**config.mk**
```make
export PLATFORM = sky130hd
export DESIGN_NAME = bcd_limit_entry
export DESIGN_NICKNAME = d
export VERILOG_FILES = /design/src/rtl/dispenser_pkg.sv /design/src/rtl/bcd_digit_updn.sv /design/src/rtl/bcd_limit_entry.sv
export SDC_FILE = /design/constraint.sdc
export NUM_CORES = 1
export LEC_CHECK = 0
export BUFFER_PORTS_ARGS = -buffer_cell sky130_fd_sc_hd__buf_4
export CORE_MARGIN = 10
export CORE_UTILIZATION = 41
export CTS_CLUSTER_DIAMETER = 30
export DETAILED_ROUTE_END_ITERATION = 7
export PLACE_DENSITY = 0.6
export SYNTH_ARGS = -nofsm -noshare
export SYNTH_HDL_FRONTEND = slang
export SYNTH_SLANG_ARGS = --single-unit
```
**constraint.sdc**
```tcl
create_clock -name clk -period 1.7 [get_ports clk]
set_clock_uncertainty 0.05 [all_clocks]
set_input_delay 0.425 -clock clk [delete_from_list [all_inputs] [get_ports clk]]
set_output_delay 0.425 -clock clk [all_outputs]
set_load 0.02 [all_outputs]
```
**src/rtl/dispenser_pkg.sv**
```systemverilog
// Shared definitions for the BCD limit entry block: digit width, FSM
// state encodings and the integer-to-BCD constant conversion.
package dispenser_pkg;

    localparam int BCD_W      = 4;
    localparam int MAX_DIGITS = 4;

    // EDIT_i encodes as i so the state doubles as the digit index; RUN sits above every digit.
    typedef enum logic [2:0] {
        ST_EDIT0 = 3'd0,
        ST_EDIT1 = 3'd1,
        ST_EDIT2 = 3'd2,
        ST_EDIT3 = 3'd3,
        ST_RUN   = 3'd4
    } state_e;

    function automatic logic [BCD_W*MAX_DIGITS-1:0] int_to_bcd(input int value);
        logic [BCD_W*MAX_DIGITS-1:0] r;
        int v;
        r = '0;
        v = value;
        for (int i = 0; i < MAX_DIGITS; i++) begin
            r[i*BCD_W +: BCD_W] = BCD_W'(v % 10);
            v = v / 10;
        end
        return r;
    endfunction

endpackage

```
**src/rtl/bcd_digit_updn.sv**
```systemverilog
// One BCD digit with wrap-around increment/decrement; no carry or borrow
// leaves the digit. Simultaneous up and down cancel.
module bcd_digit_updn
    import dispenser_pkg::*;
(
    input  logic [BCD_W-1:0] digit_i,
    input  logic             en_i,
    input  logic             up_i,
    input  logic             down_i,
    output logic [BCD_W-1:0] digit_o
);

    always_comb begin
        digit_o = digit_i;
        if (en_i && up_i && !down_i) begin
            digit_o = (digit_i >= 4'd9) ? 4'd0 : digit_i + 4'd1;
        end else if (en_i && down_i && !up_i) begin
            digit_o = (digit_i == 4'd0) ? 4'd9 : digit_i - 4'd1;
        end
    end

endmodule

```
**src/rtl/bcd_limit_entry.sv**
```systemverilog
// Three-button BCD limit editor: step through the digits with btn_state,
// adjust each with btn_up/btn_down, and commit (clamped to MAX_VALUE) on entering RUN.
module bcd_limit_entry
    import dispenser_pkg::*;
#(
    parameter int DIGITS      = 2,
    parameter int MAX_VALUE   = 99,
    parameter int RESET_VALUE = 0
) (
    input  logic                  clk,
    input  logic                  reset,
    input  logic                  btn_state,
    input  logic                  btn_up,
    input  logic                  btn_down,
    output logic [BCD_W*DIGITS-1:0] limite,
    output logic [BCD_W*DIGITS-1:0] edit_value,
    output logic [2:0]            edit_digit,
    output logic                  enable,
    output logic                  commit,
    output logic                  clamped
);

    localparam int W = BCD_W * DIGITS;
    localparam logic [W-1:0] MAX_BCD   = W'(int_to_bcd(MAX_VALUE));
    localparam logic [W-1:0] RESET_BCD = W'(int_to_bcd(RESET_VALUE));
    localparam state_e       LAST_EDIT = state_e'(3'(DIGITS - 1));

    state_e         state_q, state_d;
    logic [2:0]     btn_prev_q, btn_prev_d;
    logic [W-1:0]   edit_q, edit_d;
    logic [W-1:0]   limite_q, limite_d;
    logic           commit_q, commit_d;
    logic           clamped_q, clamped_d;

    logic           ev_state, ev_up, ev_down;
    logic [W-1:0]   edit_upd;
    logic [DIGITS-1:0] digit_en;

    assign ev_state = btn_state & ~btn_prev_q[0];
    assign ev_up    = btn_up    & ~btn_prev_q[1];
    assign ev_down  = btn_down  & ~btn_prev_q[2];

    // A state event suppresses every digit so it wins over a coincident up/down.
    for (genvar g = 0; g < DIGITS; g++) begin : g_digit
        assign digit_en[g] = (state_q == state_e'(3'(g))) && !ev_state;

        bcd_digit_updn u_digit (
            .digit_i (edit_q[g*BCD_W +: BCD_W]),
            .en_i    (digit_en[g]),
            .up_i    (ev_up),
            .down_i  (ev_down),
            .digit_o (edit_upd[g*BCD_W +: BCD_W])
        );
    end

    always_comb begin
        state_d    = state_q;
        btn_prev_d = {btn_down, btn_up, btn_state};
        edit_d     = edit_upd;
        limite_d   = limite_q;
        commit_d   = 1'b0;
        clamped_d  = 1'b0;
        if (ev_state) begin
            edit_d = edit_q;
            if (state_q == ST_RUN) begin
                state_d = ST_EDIT0;
                edit_d  = limite_q;
            end else if (state_q == LAST_EDIT) begin
                state_d  = ST_RUN;
                commit_d = 1'b1;
                // Valid BCD orders like the integer it encodes, so compare directly.
                if (edit_q > MAX_BCD) begin
                    limite_d  = MAX_BCD;
                    clamped_d = 1'b1;
                end else begin
                    limite_d = edit_q;
                end
                edit_d = limite_d;
            end else begin
                state_d = state_e'(state_q + 3'd1);
            end
        end
    end

    always_ff @(posedge clk) begin
        if (reset) begin
            state_q    <= ST_EDIT0;
            btn_prev_q <= 3'b111;
            edit_q     <= RESET_BCD;
            limite_q   <= RESET_BCD;
            commit_q   <= 1'b0;
            clamped_q  <= 1'b0;
        end else begin
            state_q    <= state_d;
            btn_prev_q <= btn_prev_d;
            edit_q     <= edit_d;
            limite_q   <= limite_d;
            commit_q   <= commit_d;
            clamped_q  <= clamped_d;
        end
    end

    assign limite     = limite_q;
    assign edit_value = edit_q;
    assign enable     = (state_q == ST_RUN);
    assign edit_digit = (state_q == ST_RUN) ? 3'(DIGITS) : state_q;
    assign commit     = commit_q;
    assign clamped    = clamped_q;

endmodule
```
* Word level (Yosys, flattened, before mapping) *
Cells that the tools add are included.

cells by class
  muxes and demuxes = 17
  shift-type cells = 0
  divide/modulo/power cells = 0
  multiply operators = 0
  magnitude comparators = 3
  reduce and logical (&&, ||, !) cells = 23
  bitwise gates (word level) = 9
  eq/ne operators = 3
  add/subtract/negate cells = 5

operators with widths
  kind                                               number
  2-to-1 mux 4 bit                                   8
  2-to-1 mux 8 bit                                   4
  logical AND 1 bit                                  10
  2-to-1 mux 3 bit                                   3
  adder 4 x 1 -> 4 bit (second input constant)       2
  >= comparator 4 bit (second input constant)        2
  > comparator 8 bit (second input constant)         1
  zero test 4 bit                                    2
  subtractor 4 x 1 -> 4 bit (second input constant)  2
  inverter 1 bit                                     6
  nonzero test 3 bit                                 2
  AND reduction 2 bit                                2
  OR reduction 4 bit                                 1
  adder 3 x 1 -> 3 bit (second input constant)       1
  AND 1 bit                                          3
  == test 3 x 1 -> 1 bit (second input constant)     1
  == test 3 bit (second input constant)              1
  zero test 1 bit                                    3
  zero test 3 bit                                    1
  != test 3 x 2 -> 1 bit (second input constant)     1
  AND reduction 3 bit                                1
  OR reduction 3 bit                                 1
  2-to-1 mux 1 bit                                   2

word-level totals
  bits in registers = 24
  output and inout bits = 22
  input bits = 5
  latch bits = 0
  logic and storage cells = 67
  memory bits (read-only) = 0
  memories = 0
  memory bits (writable) = 0

* Depth between registers and ports, before layout *
Gate-level depths: netlist of the first run.

  depth after elaboration = 9
  mapped depth = 8
  mapped depth without buffers = 7

* Hierarchy *
From an unflattened synthesis of the first run, not the netlist that was laid out.

second synthesis, totals
  cell total of the unflattened synthesis = 230
  area total of the unflattened synthesis = 1,861.8 sq um

by module, submodules not included
  module           times used  area an instance (sq um)  cells each
  bcd_limit_entry  1           1,221.2                   146
  bcd_digit_updn   2           320.3                     42

* Worst setup path before layout of the first run *
Ideal clock, no wire load.

  path kind = register to register
  start = reg edit_q[5], in the netlist edit_value[5]
  end = reg edit_q[0], in the netlist edit_value[0]
  slack = -299 ps
  data required time = 1,531 ps
  arrival time = 1,830 ps
  period minus slack after synthesis = 1,999 ps
  path buffers = 1
  stages on the path, launching flop included = 9
  cell sequence = dfxtp_1 -> clkbuf_1 -> inv_1 -> ha_1 -> and4b_1 -> a21o_1 -> nand2_1 -> o32ai_1 -> o221a_2

on the way
  cells in the longest elaborated chain, start to end = 5

RTL lines
  what                    line                   text
  start, declared         bcd_limit_entry.sv:30  logic [W-1:0] edit_q, edit_d;
  start signal, assigned  bcd_limit_entry.sv:96  edit_q <= edit_d;
  > comparator 8 bit      bcd_limit_entry.sv:72  if (edit_q > MAX_BCD) begin
  2-to-1 mux 8 bit        bcd_limit_entry.sv:72
  2-to-1 mux 8 bit        bcd_limit_entry.sv:68  end else if (state_q == LAST_EDIT) begin
  2-to-1 mux 8 bit        bcd_limit_entry.sv:65  if (state_q == ST_RUN) begin
  2-to-1 mux 8 bit        bcd_limit_entry.sv:63  if (ev_state) begin

No other way between the ends. The select of a mux whose other input is x is not followed.
A chain may end at the register's enable or synchronous reset.

* Final worst setup path of the first run *
  start = reg state_q[0]
  end = out edit_digit[1]

on the way
  cells in the longest elaborated chain, start to end = 2

RTL lines
  what                    line                    text
  start, declared         bcd_limit_entry.sv:28   state_e state_q, state_d;
  start signal, assigned  bcd_limit_entry.sv:94   state_q <= state_d;
  == test 3 bit           bcd_limit_entry.sv:106  assign edit_digit = (state_q == ST_RUN) ? 3'(DIGITS) : state_q;
  2-to-1 mux 3 bit        bcd_limit_entry.sv:106
  end, declared           bcd_limit_entry.sv:17   output logic [2:0] edit_digit,

No other way between the ends.

==> metrics.txt, run 1 <==
H-tree depth 1; final hold violation count 0; Clk Tree Root Cell clkbuf_8; Fmax achieved ~0.57 GHz; prevailing post-synth register cell dfxtp_1; DP HPWL a little under 4000 um; setup slack, reg-to-reg -0.04 ns; post-synthesis mux area share less than 1%; final RePlAce weighted congestion slightly below 0.9; Initial Utilization roughly two fifths; Slew Viols, Final 0; antenna cell count 0; Hold/Removal Path Class in2reg; first-pass GRT wire length 8980 um; input/output buffers 26; adder-cell share of the synthesized area approximately 5.3%; fraction of layout cells with a size suffix above 1 a little over half; Max Cap Viol 0; DR WL/cell roughly 17 um; final wirelength about 5600 um; FP Rows 23; Die Area between 0.007 and 0.008 mm2; CTS Buf Count 3; maximum number of pins on one net before global-route repair 24; critical path's slowest cell or3b_4; CP Data Required Time between 1 and 1.5 ns; post-synthesis instance total 210; top-area cell type share of the netlist area between 20% and 30%; Post-synth top cells nor2_1, dfxtp_1, nand2_1; peak supply drop just under 0.0004 V; CP max FO 4; CP cell instances or3b_4, nand2b_4, buf_6; Final WS setup -0.0641 ns; Post-Synth XOR/XNOR Area under 10%; Switch Pwr between 0.4 and 0.5 mW; Setup crit end edit_digit[1]; Reg-to-Reg End edit_value[5]$_SDFFE_PP0P_; Die W 83.7 um; Layout Nets between 200 and 300; detailed-route via count around 1.9k; fin crit share 104%; setup tns final -0.175 ns; TritonRoute pass-1 iters 4; Seq/Total Area, Yosys about 29%; CTS sink cnt 24; crit start category register; Slew HR between 60% and 70%; top-count cell post-synth nor2_1; switching part of the total 31.8%; Synth Area in Simple Gates between 20 and 30%; pwr dens around 560 mW/mm2; EDFF count, synth 0; Vias/cell roughly 5.7; Final setup violation count 5; Clock transition at path regs roughly 0.10 ns; Int Power 1.00 mW; CP peak stage delay approximately 0.46 ns; Hold Slack 0.290 ns; minimum clock period between 1.5 and 2 ns; Synth Area per Inst 7.92 um2; failing checks setup timing; Pleak roughly 1.1 nW; Crit path arrival time approximately 1.3 ns; Synthesis Warnings 0; Netlist cell types 58; DRC Markers 0; total core area between 0.003 and 0.004 mm2; Die Height approximately 84 um; vias in the first global route about 1.8k; worst slew pin tran 0.457 ns; Layout fillers ~330; Synth Net Count 222; combinational share of power between 30% and 40%; antenna-violating nets left 0; clock network power share between 20% and 30%; worst skew pair latency ~0.28 ns; Crit Path Class reg2out; register area a little under 500 um2; CTS tree yes; RSZ-0062 raised after global routing true; CP Launch Point state_q[0]$_SDFFE_PP0P_; Final Util around two thirds; Area Overhead vs Synth 57.0%; GRT overflow 0; CP Capture Type output pin; top post-synthesis cells by area dfxtp_1, nor2_1, ha_1; clk buf depth 2; reg2reg start edit_value[4]$_SDFFE_PP0P_; largest area contributor in the netlist dfxtp_1; outcome finished with violations; Netlist Area Pre-Place approximately 0.0017 mm2; Synth Area in Compound Gates ~27%; GRT Util Overall approximately 15%; num ports 27; main combinational cell family by area after synthesis simple AND/OR/NAND/NOR gates; Reg power frac slightly above 40%; initial antenna violation count 0; synthesis-stage register bit count 24; initial DRC count slightly above 200; multi-input logic area 0.00127 mm2; worst slack, placed -0.135 ns; hold buffer count at CTS 0; Async SR Flop Fraction 0%; FF-to-FF path depth 7
## cells in the final DEF, fill, tap and decap left out, drive strengths merged, types with 3 or more instances in the layout
cell	n
clkbuf	4
nand2b	5
a211oi	7
nand2	17
o32ai	3
xor2	3
inv	7
a22oi	3
nor3	4
ha	7
dfxtp	24
or2	4
buf	85
nand3	7
nor4	3
xnor2	3
nor2	29
o21ai	8
a311oi	7
nor2b	4
a21oi	14
## routing by layer
| layer | up-vias | GRT usage, % | share of wire, % |
|---|---|---|---|
| li1 | 913 | - | - |
| met1 | 934 | 19.1 | 44 |
| met2 | 63 | 24.3 | 50 |
| met3 | 9 | 2.83 | 5.0 |
| met4 | 0 | 4.41 | 1.5 |
| met5 | - | 0 | 0 |
## stage by stage
step                instances  total power [mW]  cell area, um2
floorplan                 210             0.835            1710
detailed placement        311             0.974            2190
global route              334              1.54            2610
CTS                       320              1.40            2340
finish                    334              1.47            2610
global placement          311             0.974            2190
## final cells by class
| type | count | share of cell area (%) |
|---|---|---|
| inverter | 8 | 1.92 |
| tap | 50 | 2.39 |
| multi-input combinational | 163 | 48.8 |
| clock buffer | 4 | 2.11 |
| timing repair buffer | 85 | 25.9 |
| sequential | 24 | 18.9 |
## state kept, by name, summed over array words and instances (netlist names)
signal and cells:
edit_value 8, limite 8, btn_prev_q 3, state_q 3, clamped 1, commit 1
## worst max-delay path: cells and delay by family (launching register included)
family	cells	cell delay [ns]
simple gates	2	0.56
flops	1	0.34
buf+inv	1	0.11
## worst min path at each step
stage,endpoint,slack [ns],startpoint,cells after the start
floorplan,clamped$_SDFF_PP0_,0.45,reset,1
global placement,limite[2]$_SDFFE_PP0P_,0.42,limite[2]$_SDFFE_PP0P_,2
detailed placement,limite[2]$_SDFFE_PP0P_,0.42,limite[2]$_SDFFE_PP0P_,2
CTS,btn_prev_q[1]$_SDFF_PP1_,0.29,btn_up,2
global route,btn_prev_q[1]$_SDFF_PP1_,0.29,btn_up,2
finish,btn_prev_q[1]$_SDFF_PP1_,0.29,btn_up,2
## logic make-up (layout without fill, tap and decap cells)
kind of cell,after synthesis,in the layout
and+or+nand+nor,87,87
xor gates and xnor gates,6,6
muxes,1,1
buffers and inverters,23,97
DFF,24,24
adders and majority gates,7,7
AOI/OAI and AO/OA,62,62
## timing repair
| item | in CTS | in global routing |
|---|---|---|
| setup buffers | 5 | 14 |
| gates resized for setup | 14 | 39 |
| setup endpoints to repair | 9 | 17 |
| pin swaps | 7 | 16 |
## power groups by stage
stage / Clock (mW) / Sequential (mW) / Combinational [mW]
finish: 0.420 / 0.598 / 0.454
detailed placement: 0 / 0.609 / 0.365
CTS: 0.420 / 0.597 / 0.378
floorplan: 0 / 0.630 / 0.205
global placement: 0 / 0.609 / 0.365
global route: 0.443 / 0.600 / 0.492
Power figures use the tool's default switching activity.
==> run 2, diff against run 1 <==
ABC_AREA = 1   (was default)
==> metrics.txt, run 2 <==
DRC Markers 0; Layout Nets 320; CTS tree yes; DP HPWL 3410 um; crit start category register; Final setup violation count 0; num ports 27; H-tree depth 1; Synthesis Warnings 0; peak supply drop between 0.0005 and 0.0006 V; most used routing layer met2; Switch Pwr 0.410 mW; Netlist cell types 31; met1 Use GR between 10% and 20%; Clock transition at path regs ~0.09 ns; hold buffer count at CTS 0; Netlist Area Pre-Place between 0.0015 and 0.002 mm2; prevailing post-synth register cell dfxtp_1; antenna-violating nets left 0; Vias/cell roughly 5; FP Rows 23; initial DRC count roughly 110; Die Area 0.00726 mm2; input/output buffers 26; setup slack, reg-to-reg around 0.058 ns; Crit Path Class reg2reg; Initial Utilization between 40% and 50%; CP Capture Type register; total core area 0.00406 mm2; Fmax achieved approximately 0.6 GHz; outcome complete, no violations; pwr dens around 630 mW/mm2; worst skew pair latency 0.26 ns; top post-synthesis cells by area dfxtp_1, nand2_1, inv_1; vias in the first global route approximately 1.6k; TritonRoute pass-1 iters 4; Crit path arrival time 1.75 ns; worst slew pin tran between 0.4 and 0.5 ns; top-count cell post-synth nand2_1; Slew HR 68.2%; Synth Area per Inst 6.41 um2; Hold Slack 0.303 ns; Synth Net Count around 280; leading cell types in the layout, fill and taps excluded nand2_1, buf_4, inv_1; Clk Tree Root Cell clkbuf_8; final RePlAce weighted congestion ~0.87; minimum clock period approximately 1.6 ns; post-synthesis instance total 272; Final WS setup 0.0580 ns; CP max FO 4; setup tns final 0 ns; Int Power 0.925 mW; EDFF count, synth 0; critical path's slowest cell dfxtp_1; Pleak between 1 and 1.5 nW; detailed-route via count between 1.5k and 2k; Layout fillers about 440; Area Overhead vs Synth 22.5%; grt met3 use between 2 and 3%; top-area cell type share of the netlist area 27.6%; final wirelength between 4000 and 5000 um; Reg power frac a little under half; CTS sink cnt 24; fraction of layout cells with a size suffix above 1 about 27%; combinational share of power between 20% and 30%; synthesis-stage register bit count 24; Final Non-Filler Cells about 360; Async SR Flop Fraction 0%; worst slack, placed around 0.056 ns; clk buf depth 2; initial antenna violation count 0; Post-synth top cells nand2_1, inv_1, a21oi_1, dfxtp_1, nand3_1; Max Cap Viol 0; GRT Util Overall roughly 12%; CTS Buf Count 3; met2 Usage GRT a little under a fifth; fin crit share between 90% and 100%; most common cell after layout, fill and taps aside nand2_1; Slew Viols, Final 0; Die W roughly 85 um; final hold violation count 0; Seq/Total Area, Yosys around 28%; GRT overflow 0; antenna cell count 0; CP Data Required Time ~1.8 ns; placed cells roughly 350; largest area contributor in the netlist dfxtp_1; CP cell instances inv_2, ha_4, nand2_1, nor2_2, nand4_1, buf_4, nand2_2, nand3_1, a21oi_1, nor2_1; first-pass GRT wire length between 7000 and 8000 um; clock network power share roughly 29%; maximum number of pins on one net before global-route repair 18; switching part of the total between 30% and 40%; Die Height about 85 um; DR WL/cell around 13 um; Hold/Removal Path Class in2reg; CP peak stage delay about 0.33 ns
run 2: cell type report:
cell class | count | area, um2 | share of cell area [%]
well taps | 50 | 62.6 | 2.93
multi-input cells | 197 | 1070 | 50.1
clock buffers | 4 | 55.1 | 2.58
repair buffers | 40 | 300 | 14.1
inverters | 42 | 158 | 7.39
flip-flops and latches | 24 | 489 | 22.9
run 2: final timing paths:
check,endpoint,start,depth (start not counted)
worst min register to register,limite[3]$_SDFFE_PP0P_,limite[3]$_SDFFE_PP0P_,2
worst min-delay path,btn_prev_q[2]$_SDFF_PP1_,btn_down,2
worst max register to register,edit_value[0]$_SDFFE_PP0P_,edit_value[5]$_SDFFE_PP0P_,10
worst max-delay path,edit_value[0]$_SDFFE_PP0P_,edit_value[5]$_SDFFE_PP0P_,10
run 2: critical path, delay by kind of cell, from the launching register on:
kind | cells | cell delay, ns
AOI/OAI and AO/OA | 1 | 0.13
DFF | 1 | 0.33
buffers and inverters | 2 | 0.29
and+or+nand+nor | 6 | 0.60
adders and majority gates | 1 | 0.13
run 2: power groups by stage:
stage	Sequential [mW]	Clock, mW	Combinational (mW)
3_5_place_dp	0.616	0	0.332
5_1_grt	0.607	0.424	0.388
4_1_cts	0.603	0.408	0.333
6_report	0.604	0.386	0.345
3_3_place_gp	0.616	0	0.331
2_1_floorplan	0.631	0	0.217
run 2: logic make-up after synthesis:
kind of cell | share of synthesized area [%]
xor gates and xnor gates | 1.01
buffers and inverters | 13.6
adders and majority gates | 5.02
DFF | 27.6
and+or+nand+nor | 35.4
AOI/OAI and AO/OA | 17.4
run 2: metrics by stage:
step / cell area [um2] / power, mW / util, %
final: 2130 / 1.34 / 52.6
after global routing: 2130 / 1.42 / 52.6
after CTS: 2050 / 1.34 / 50.6
after detailed placement: 2000 / 0.948 / 49.2
after global placement: 2000 / 0.948 / 49.2
after floorplan: 1740 / 0.848 / -
run 2: per-layer routing:
metal | part of all wire, % | wire, um
met2 | 46 | 2080
met1 | 48 | 2190
met4 | 0.48 | 22
met3 | 6.0 | 273
met5 | 0 | 0
run 2: timing repair:
action / in CTS / in global routing
setup endpoints to repair: 0 / 12
gates resized for setup: 0 / 12
buffers inserted: 0 / 4
==> run 3, diff against run 2 <==
SYNTH_HIERARCHICAL = 1   (was default)
==> metrics.txt, run 3 <==
CP max FO 7; reg2reg start state_q[1]$_SDFFE_PP0P_; DRC Markers 0; CP Data Required Time roughly 1.9 ns; first-pass GRT wire length roughly 7300 um; largest area contributor in the netlist dfxtp_1; GRT Util Overall roughly an eighth; Int Power 0.953 mW; Netlist Area Pre-Place ~0.0017 mm2; fin crit share 105%; CTS tree yes; Reg-to-Reg End edit_value[3]$_SDFFE_PP0P_; Crit Path Class reg2reg; CP Capture Type register; Seq/Total Area, Yosys between 20 and 30%; Clock transition at path regs approximately 0.090 ns; fraction of layout cells with a size suffix above 1 32.4%; final wirelength about 4400 um; Synth Area per Inst roughly 6.4 um2; input/output buffers 26; Final setup violation count 5; Area Overhead vs Synth 36.7%; initial DRC count between 80 and 90; Synthesis Warnings 6; switching part of the total between 30% and 40%; Async SR Flop Fraction 0%; combinational share of power 26.9%; initial antenna violation count 0; CTS sink cnt 24; H-tree depth 1; total core area 0.00397 mm2; Switch Pwr 0.430 mW; top-count cell post-synth nand2_1; worst slack, placed -0.300 ns; failing checks setup timing; detailed-route via count about 1.7k; final RePlAce weighted congestion roughly 0.9; Hold Path Depth 3; Hold Slack between 0.2 and 0.3 ns; Vias/cell around 4.7; Hold/Removal Path Class in2reg; antenna cell count 0; most common cell after layout, fill and taps aside nand2_1; clock network power share around 29%; Final WS setup -0.0809 ns; Crit path arrival time roughly 1.9 ns; leading cell types in the layout, fill and taps excluded nand2_1, buf_4, inv_1, nor2_1, dfxtp_1; hold_sp btn_down; Die Area ~0.0070 mm2; num ports 27; Slew Viols, Final 0; post-synthesis instance total 260; Layout Nets 332; setup slack, reg-to-reg -0.08 ns; minimum clock period between 1.5 and 2 ns; vias in the first global route approximately 1.6k; Synth Net Count 273; Final Non-Filler Cells roughly 370; DP HPWL 3400 um; Pleak roughly 1.1 nW; placed cells approximately 360; top post-synthesis cells by area dfxtp_1, nand2_1, nor2_1; Die Height roughly 84 um; Layout fillers roughly 390; GRT overflow 0; crit start category register; Post-synth top cells nand2_1, nor2_1, inv_1; Initial Utilization between 40% and 50%; setup tns final -0.212 ns; worst slew pin tran ~0.4 ns; antenna-violating nets left 0; Netlist cell types 29; maximum number of pins on one net before global-route repair 15; Max Cap Viol 0; final hold violation count 0; Die W 83.9 um; Reg power frac 44.4%; peak supply drop ~0.00037 V; Clk Tree Root Cell clkbuf_8; outcome finished with violations; prevailing post-synth register cell dfxtp_1; top-area cell type share of the netlist area between 20% and 30%; RSZ-0062 raised after global routing true; Slew HR approximately three quarters; FF-to-FF path depth 12; clk buf depth 2; Fmax achieved roughly 0.56 GHz; FP Rows 23; synthesis-stage register bit count 24; CTS Buf Count 3; EDFF count, synth 0; DR WL/cell approximately 12 um; worst hold endpoint btn_prev_q[2]$_SDFF_PP1_; TritonRoute pass-1 iters 4; pwr dens about 610 mW/mm2; worst skew pair latency roughly 0.27 ns
## run 3: cell types whose count changed after synthesis, moves of 3 or more
cell / previous run / this run
or2_2: 3 / 0
o21ai_1: 5 / 9
inv_1: 34 / 28
nand3_1: 23 / 11
buf_4: 3 / 0
o21ai_0: 22 / 14
o211ai_1: 3 / 0
a21oi_1: 24 / 21
nor2_1: 14 / 29
o22ai_1: 0 / 4
## run 3: cell families after synthesis
group	share of synthesized area [%]
AOI/OAI and AO/OA	16.7
buffers and inverters	9.81
DFF	28.7
adders and majority gates	5.99
xor gates and xnor gates	2.10
and+or+nand+nor	36.7
## run 3: area by class of cell
type                    count  area [um2]  area share, %
multi-input cells         195        1080           47.1
well taps                  50        62.6           2.74
repair buffers             59         465           20.4
inverters                  36         141           6.19
flip-flops and latches     24         484           21.2
clock buffers               4        55.1           2.41
## run 3: worst max-delay path by stage
stage / slack (ns) / depth (start not counted) / end / startpoint
final: -0.08 / 12 / edit_value[3]$_SDFFE_PP0P_ / state_q[1]$_SDFFE_PP0P_
after global routing: -0.20 / 12 / edit_value[2]$_SDFFE_PP0P_ / state_q[1]$_SDFFE_PP0P_
after CTS: -0.02 / 12 / edit_value[2]$_SDFFE_PP0P_ / state_q[0]$_SDFFE_PP0P_
after detailed placement: -0.30 / 15 / edit_value[2]$_SDFFE_PP0P_ / btn_state
after global placement: -0.30 / 15 / edit_value[2]$_SDFFE_PP0P_ / btn_state
after floorplan: 0.007 / 14 / edit_value[3]$_SDFFE_PP0P_ / btn_state
## run 3: power by group through the flow
stage / Combinational (mW) / Clock [mW] / Sequential, mW
after CTS: 0.360 / 0.411 / 0.613
final: 0.373 / 0.397 / 0.613
after global placement: 0.350 / 0 / 0.625
after floorplan: 0.209 / 0 / 0.649
after detailed placement: 0.352 / 0 / 0.625
after global routing: 0.417 / 0.428 / 0.618
## run 3: stage by stage
stage | power (mW) | instance area [um2] | utilization [%]
global route | 1.46 | 2280 | 57.5
CTS | 1.38 | 2220 | 56.0
finish | 1.38 | 2280 | 57.5
global placement | 0.976 | 2110 | 53.2
floorplan | 0.858 | 1680 | -
detailed placement | 0.977 | 2110 | 53.2
## run 3: timing repair
action                                  CTS  global route
gates cloned                              0             0
setup buffers                             4             2
resized for setup                         9            11
endpoints found under the setup margin    8            10
pin swaps                                 4            10
hold buffers                              0             0
## run 3: worst max-delay path, stage by stage, from the launching register on
cell and delay (ns):
dfxtp_2 0.35, nor4_4 0.30, nand2_1 0.13, nor2_4 0.23, buf_4 0.14, nand3_1 0.07
nand3_1 0.09, nand2_1 0.05, nand2_1 0.05, nand2_1 0.05, nand2_1 0.06, nor2_1 0.04
a21oi_1 0.12
## run 3: routing by layer
layer	up-vias	part of all wire, %	global-route usage [%]
met5	-	0	0
met4	0	1.4	4.26
met3	6	4.4	3.52
met2	21	46	19.9
met1	771	49	14.6
li1	947	-	-
